File: config.mk
export PLATFORM = sky130hd
export DESIGN_NAME = mem_arbiter
export DESIGN_NICKNAME = d
export VERILOG_FILES = /design/src/rtl/mem_arbiter.sv
export SDC_FILE = /design/constraint.sdc
export NUM_CORES = 1
export LEC_CHECK = 0
export ABC_CLOCK_PERIOD_IN_PS = 3390
export BUFFER_PORTS_ARGS = -buffer_cell sky130_fd_sc_hd__buf_2
export CAP_MARGIN = 40
export CORE_ASPECT_RATIO = 2
export CORE_MARGIN = 2
export CORE_UTILIZATION = 35
export DETAILED_ROUTE_END_ITERATION = 8
export MAX_ROUTING_LAYER = met4
export PLACE_DENSITY = 0.7
export SLEW_MARGIN = 25
export SYNTH_ARGS = -nofsm -noshare
export SYNTH_HDL_FRONTEND = slang
export SYNTH_SLANG_ARGS = --single-unit
export TNS_END_PERCENT = 10
File: constraint.sdc
create_clock -name clk -period 3.39 [get_ports clk]
set_clock_uncertainty 0.2 [all_clocks]
set_input_delay 0.678 -clock clk [delete_from_list [all_inputs] [get_ports clk]]
set_output_delay 0.678 -clock clk [all_outputs]
set_load 0.1 [all_outputs]
File: src/rtl/mem_arbiter.sv
// mem_arbiter: round-robin arbiter sharing the single-port data RAM between
// the CPU load/store path (C) and the debug/loader port (D). Each access runs
// IDLE -> ISSUE -> RESP; back-to-back grants to the other requester skip IDLE.
module mem_arbiter #(
  parameter int ADDR_W = 16,
  parameter int DATA_W = 16
) (
  input  logic              clk,
  input  logic              rst,
  input  logic              c_req,
  input  logic              c_we,
  input  logic [ADDR_W-1:0] c_addr,
  input  logic [DATA_W-1:0] c_wdata,
  output logic              c_ack,
  input  logic              d_req,
  input  logic              d_we,
  input  logic [ADDR_W-1:0] d_addr,
  input  logic [DATA_W-1:0] d_wdata,
  output logic              d_ack,
  output logic [DATA_W-1:0] rd_data,
  output logic [ADDR_W-1:0] mem_addr,
  output logic              mem_we,
  output logic [DATA_W-1:0] mem_wdata,
  input  logic [DATA_W-1:0] mem_rdata,
  output logic              busy
);

  typedef enum logic [1:0] {IDLE, ISSUE, RESP} state_t;

  typedef struct packed {
    logic              we;
    logic [ADDR_W-1:0] addr;
    logic [DATA_W-1:0] wdata;
  } mreq_t;

  // Requester select encoding: 0 = C, 1 = D.
  state_t state, nxt;
  logic   owner, ptr;
  logic   grant, gsel;
  mreq_t  c_r, d_r, g_r;

  assign c_r = '{we: c_we, addr: c_addr, wdata: c_wdata};
  assign d_r = '{we: d_we, addr: d_addr, wdata: d_wdata};
  assign g_r = gsel ? d_r : c_r;

  // Next-state and grant decision; the owner's own req is ignored in RESP.
  always_comb begin
    nxt   = state;
    grant = 1'b0;
    gsel  = owner;
    case (state)
      IDLE: begin
        if (c_req || d_req) begin
          grant = 1'b1;
          gsel  = (c_req && d_req) ? ptr : d_req;
          nxt   = ISSUE;
        end
      end
      ISSUE: nxt = RESP;
      RESP: begin
        if (owner ? c_req : d_req) begin
          grant = 1'b1;
          gsel  = ~owner;
          nxt   = ISSUE;
        end else begin
          nxt = IDLE;
        end
      end
      default: nxt = IDLE;
    endcase
  end

  // State, owner, pointer and registered RAM command.
  always_ff @(posedge clk or posedge rst) begin
    if (rst) begin
      state     <= IDLE;
      owner     <= 1'b0;
      ptr       <= 1'b0;
      mem_addr  <= '0;
      mem_we    <= 1'b0;
      mem_wdata <= '0;
    end else begin
      state <= nxt;
      if (state == RESP) ptr <= ~owner;
      if (grant) begin
        owner     <= gsel;
        mem_addr  <= g_r.addr;
        mem_we    <= g_r.we;
        mem_wdata <= g_r.wdata;
      end else if (state == ISSUE) begin
        mem_we <= 1'b0;
      end
    end
  end

  // Acks and read data come straight from state so reset kills them at once.
  always_comb begin
    busy    = (state != IDLE);
    c_ack   = (state == RESP) && !owner;
    d_ack   = (state == RESP) && owner;
    rd_data = (state == RESP) ? mem_rdata : '0;
  end

endmodule

==> results of run 1 <==
metrics by stage:
stage	cell area, µm²	setup slack, ns	hold WS (ns)	std cells	util
6_report	2751	0.4110	0.2698	419	0.5076
4_1_cts	2751	0.3472	0.3045	419	0.5076
3_5_place_dp	2669	0.6704	0.2876	411	0.4924
2_1_floorplan	1949	0.6351	0.2508	228	-
3_3_place_gp	2669	0.8125	0.2747	411	0.4924
5_1_grt	2751	0.2455	0.3233	419	0.5076
worst max path at each step:
stage                     slack (ns)            startpoint          end
final                           0.41  state[1]$_DFFE_PP0P_   rd_data[4]
after CTS                       0.35  state[1]$_DFFE_PP0P_   rd_data[4]
after detailed placement        0.67  state[1]$_DFFE_PP0P_   rd_data[4]
after global routing            0.25  state[1]$_DFFE_PP0P_  rd_data[12]
after global placement          0.81  state[1]$_DFFE_PP0P_   rd_data[7]
after floorplan                 0.64  state[0]$_DFFE_PP0P_        c_ack
final cells by class:
class	instances	area share
Clock buffer	6	0.02638
Clock inverter	2	0.003638
Inverter	2	0.002729
Multi-Input combinational cell	169	0.3333
Sequential cell	37	0.3365
Tap cell	60	0.02729
Timing Repair Buffer	143	0.2701
cell families after synthesis:
logic type             count (synthesis)  share of synthesized area
AO/OA/AOI/OAI                         73                     0.2266
buffers and inverters                 22                    0.05841
flip-flops                            37                     0.4750
multiplexers                           1                   0.005135
AND/OR/NAND/NOR                       95                     0.2349
cells in the final DEF (no fill, tap or decap), types with 2 or more instances in the layout:
master / instances
nand3_1: 33
and2_1: 18
clkinv_2: 2
inv_1: 2
o21ai_0: 24
buf_4: 5
clkbuf_8: 5
nand2_1: 3
o21ai_1: 9
dfrtp_1: 37
nor2_1: 36
buf_2: 137
nor2b_1: 2
a31oi_1: 32
state kept, by name (all words and copies together), names as in the netlist:
| register | flops |
|---|---|
| state | 2 |
| mem_we | 1 |
| ptr | 1 |
| mem_addr | 16 |
| owner | 1 |
| mem_wdata | 16 |
per-layer routing:
metal | global-route usage | share of wire
met5 | - | 0
met4 | 0.06312 | 0.021
met3 | 0.02353 | 0.036
met2 | 0.3679 | 0.57
met1 | 0.2333 | 0.37
critical path: cells and delay by family, from the launching register on:
kind | cells | cell delay [ns]
buffers and inverters | 1 | 0.42
DFF | 1 | 0.51
and+or+nand+nor | 2 | 0.89
==> out/metrics.csv, run 1 <==
stage;metric;value;unit
clock_network;htreeDepth;2;
critical_path;reg2reg_from;state[1]$_DFFE_PP0P_;
final_layout;num-fill-cells;564;
timing;fin_crit_sh;0.8788;
die;initial_utilization;0.3596;
die;rows;38;
die;pin_count;138;
clock_network;cts_made_buffers;5;
yosys;yosysTopAreaCell;dfrtp_1;
timing;finalHoldViolations;0;
critical_path;cp-start-kind;flip-flop;
route;vias;2165;
clock_network;cts_root_buffer;clkbuf_8;
placed_design;place_hpwl;4660;µm
die;die_h;109.5;µm
final_layout;drive_gt1_frac;0.4345;
route;first_iter_violations;77;
critical_path;worstPathMaxFanout;17;
global_route;antenna_found_initial;0;
placed_design;gp_congestion;0.8602;
die;die-area;6219;µm²
clock_network;hold_buffers;0;
route;wirelength;6148;µm
timing;worst_pin_slew;0.7456;ns
timing;setup_viol;0;
timing;slew_headroom;0.5019;
route;drc_errors;0;
critical_path;crit_type;flip-flop to output pin;
yosys;ys_ff_latch;37;
timing;post-route-min-period;2.979;ns
yosys;ys_seq_area_frac;0.4750;
die;fp.dieW;56.77;µm
placed_design;io_buffers;137;
yosys;synth-edff-count;0;
critical_path;rrSetupSlack;1.22;ns
route;vias_per_cell;5.167;
clock_network;cts-resized-gates;0;
route;firstDrtPassIters;4;
final_layout;antenna_cells;0;
global_route;grtUsageTotal;0.2036;
critical_path;worstPathRequired;2.51;ns
yosys;async_flop_share;1.000;
final_layout;layout.nets;444;
yosys;yosys_most_used_dff;dfrtp_1;
timing;drv_slew;0;
yosys;synth_area_leaders;dfrtp_1 47%, a31oi_1 10%, nand3_1 8.5%;
clock_network;clkSlewWorstSetupHoldPaths;0.07;ns
timing;rsz0062_at_grt;false;
timing;fin_setup_tns;0;ns
clock_network;clock_latency;0.28;ns
critical_path;crit_chain;nor2b_1 > and2_1 > buf_2;
yosys;yosysTopAreaCellShare;0.4750;
critical_path;worst_path_max_delay_cell;nor2b_1;
yosys;ys_types;27;
clock_network;clkSinkCount;37;
timing;fmax;0.3357;GHz
critical_path;cp-end-kind;output pin;
final_layout;syn_to_final_growth;41.14;%
yosys;syn_nets;314;
global_route;grt_max_degree;52;
route;drtAntennaViolNets;0;
global_route;grt-ovfl-total;0;
clock_network;cts_tree;done;
die;coreArea;5420;µm²
critical_path;timing.rr.end;mem_wdata[12]$_DFFE_PP0P_;
yosys;yosysWarnings;0;
global_route;grt_pass1_vias;2112;
clock_network;postCtsSetupRepairBufs;0;
route;routedWlPerCell;14.67;µm
yosys;netlist_instances;228;
global_route;grt_pass1_wl;9756;µm
yosys;syn_avg_cell_area;8.550;µm²
critical_path;slowest_delay;0.66;ns
yosys;yosys-top-cells-count;37 x dfrtp_1, 36 x nor2_1, 33 x nand3_1;
job;maxCapViolations;0;
status;status;finished clean;
critical_path;arrival;2.10;ns
worst_hold_path;hp-class;input pin to async pin;
final_layout;multi_input_area;917.1;µm²
clock_network;cts_buffer_depth;2;
critical_path;r2r_cells;5;
yosys;syn_area;1949;µm²
final_layout;ff_latch_area;925.9;µm²
yosys;synth_most_common_cell;dfrtp_1;
Power of run 1 is not shown: default switching activity piles up to over one toggle a cycle in this logic, so the estimate is an artifact.
==> run 2: changes to the inputs <==
--- a/config.mk
+++ b/config.mk
@@ -6,14 +6,14 @@
 export NUM_CORES = 1
 export LEC_CHECK = 0
 export ABC_CLOCK_PERIOD_IN_PS = 3390
-export BUFFER_PORTS_ARGS = -buffer_cell sky130_fd_sc_hd__buf_2
 export CAP_MARGIN = 40
 export CORE_ASPECT_RATIO = 2
 export CORE_MARGIN = 2
 export CORE_UTILIZATION = 35
 export DETAILED_ROUTE_END_ITERATION = 8
+export DONT_BUFFER_PORTS = 1
 export MAX_ROUTING_LAYER = met4
-export PLACE_DENSITY = 0.7
+export SETUP_SLACK_MARGIN = 0.4
 export SLEW_MARGIN = 25
 export SYNTH_ARGS = -nofsm -noshare
 export SYNTH_HDL_FRONTEND = slang
==> out/metrics.csv, run 2 (same netlist as run 1, synthesis figures left out) <==
stage;metric;value;unit
clock_network;cts_buffer_depth;2;
die;coreArea;5420;µm²
die;fp.dieW;56.77;µm
die;pin_count;138;
critical_path;arrival;1.79;ns
timing;drv_slew;0;
timing;fin_crit_sh;0.7879;
global_route;grtUsageTotal;0.1980;
global_route;grt-ovfl-total;0;
critical_path;cp-end-kind;output pin;
route;vias_per_cell;5.342;
route;wirelength;6286;µm
critical_path;reg2reg_from;state[1]$_DFFE_PP0P_;
clock_network;clock_latency;0.29;ns
placed_design;dp_slack;0.8098;ns
final_layout;layout.nets;385;
critical_path;cp-start-kind;flip-flop;
timing;fin_setup_tns;0;ns
critical_path;crit_type;flip-flop to output pin;
clock_network;cts_tree;done;
die;die-area;6219;µm²
critical_path;endpoint;rd_data[13];
job;maxCapViolations;0;
die;rows;38;
timing;fin_ws;0.7190;ns
placed_design;io_buffers;0;
route;routedWlPerCell;17.46;µm
timing;fmax;0.3744;GHz
clock_network;htreeDepth;2;
critical_path;crit_start;state[1]$_DFFE_PP0P_;
critical_path;timing.rr.end;mem_wdata[2]$_DFFE_PP0P_;
global_route;grt_pass1_wl;9073;µm
timing;worst_pin_slew;0.9036;ns
critical_path;crit_chain;nor2b_2 > and2_1 > buf_4;
clock_network;clkSinkCount;37;
worst_hold_path;hold_start;ptr$_DFFE_PP0N_;
route;vias;1923;
critical_path;worstPathRequired;2.51;ns
final_layout;num-fill-cells;477;
die;initial_utilization;0.3596;
timing;finalHoldViolations;0;
die;die_h;109.5;µm
route;drc_errors;0;
route;drtAntennaViolNets;0;
timing;post-route-min-period;2.671;ns
route;first_iter_violations;197;
clock_network;cts_root_buffer;clkbuf_8;
timing;setup_viol;0;
worst_hold_path;hp-class;flip-flop to flip-flop;
final_layout;largestRegisters;mem_addr: 16 flops, mem_wdata: 16 flops, state: 2 flops;
placed_design;place_hpwl;4404;µm
critical_path;worst_path_max_delay_cell;dfrtp_1;
global_route;grt_pass1_vias;1835;
placed_design;gp_congestion;0.8419;
critical_path;cp_top_family;simple AND/OR/NAND/NOR gates;
critical_path;slowest_delay;0.51;ns
final_layout;utilization;0.5799;
clock_network;clkSlewWorstSetupHoldPaths;0.07;ns
timing;slew_headroom;0.3976;
critical_path;crit_cells;3;
final_layout;final_common_cell;dfrtp_1;
global_route;antenna_found_initial;0;
critical_path;rrSetupSlack;1.12;ns
clock_network;cts_made_buffers;5;
final_layout;drive_gt1_frac;0.2300;
critical_path;r2r_cells;5;
critical_path;worstPathMaxFanout;17;
global_route;grt_max_degree;38;
timing;rsz0062_at_grt;false;
route;firstDrtPassIters;4;
critical_path;crit_buf_inv;1;
status;status;finished clean;
final_layout;antenna_cells;0;
final_layout;syn_to_final_growth;61.23;%
final_layout;final_cell_mix;37 x dfrtp_1, 35 x nor2_1, 33 x nand3_1;
timing;timing.hold.ws;0.2838;ns
## run 2: worst min path at each step
| stage | to | slack [ns] | cells after the start |
|---|---|---|---|
| 2_1_floorplan | ptr$_DFFE_PP0N_ | 0.25 | 1 |
| 3_3_place_gp | ptr$_DFFE_PP0N_ | 0.27 | 1 |
| 3_5_place_dp | ptr$_DFFE_PP0N_ | 0.27 | 1 |
| 4_1_cts | mem_wdata[2]$_DFFE_PP0P_ | 0.23 | 1 |
| 5_1_grt | ptr$_DFFE_PP0N_ | 0.31 | 1 |
| 6_report | ptr$_DFFE_PP0N_ | 0.28 | 1 |
## run 2: final cells by class
class / count / area, µm² / area share
sequential: 37 / 925.9 / 0.2946
multi-input combinational: 169 / 922.1 / 0.2934
tap: 60 / 75.07 / 0.02389
clock inverter: 1 / 5.005 / 0.001592
inverter: 2 / 7.507 / 0.002389
clock buffer: 7 / 96.34 / 0.03065
timing repair buffer: 84 / 1111 / 0.3535
## run 2: per-stage QoR
| stage | instance area (µm²) | cells |
|---|---|---|
| floorplan | 1949 | 228 |
| global placement | 2113 | 291 |
| detailed placement | 2794 | 333 |
| CTS | 2895 | 341 |
| global route | 3143 | 360 |
| finish | 3143 | 360 |
## run 2: repair_timing
action / in CTS / in global routing
hold endpoints to repair: 0 / 1
hold buffers: 0 / 1
gates resized for setup: 0 / 1
endpoints found under the setup margin: 0 / 17
buffers inserted: 0 / 0
## run 2: worst reg2reg max path: stages (launching register included)
cell	delay (ns)
dfrtp_1	0.48
and2_1	0.23
o21ai_2	0.59
buf_4	0.37
nand3_1	0.11
a31oi_1	0.21
## run 2: metal layers
layer,global-route usage,part of all wire,up-vias
met5,-,0,-
met3,0.05059,0.057,12
met2,0.3339,0.54,80
met4,0.08472,0.025,0
li1,-,-,958
met1,0.2202,0.38,873
Power of run 2 is left out for the same reason.
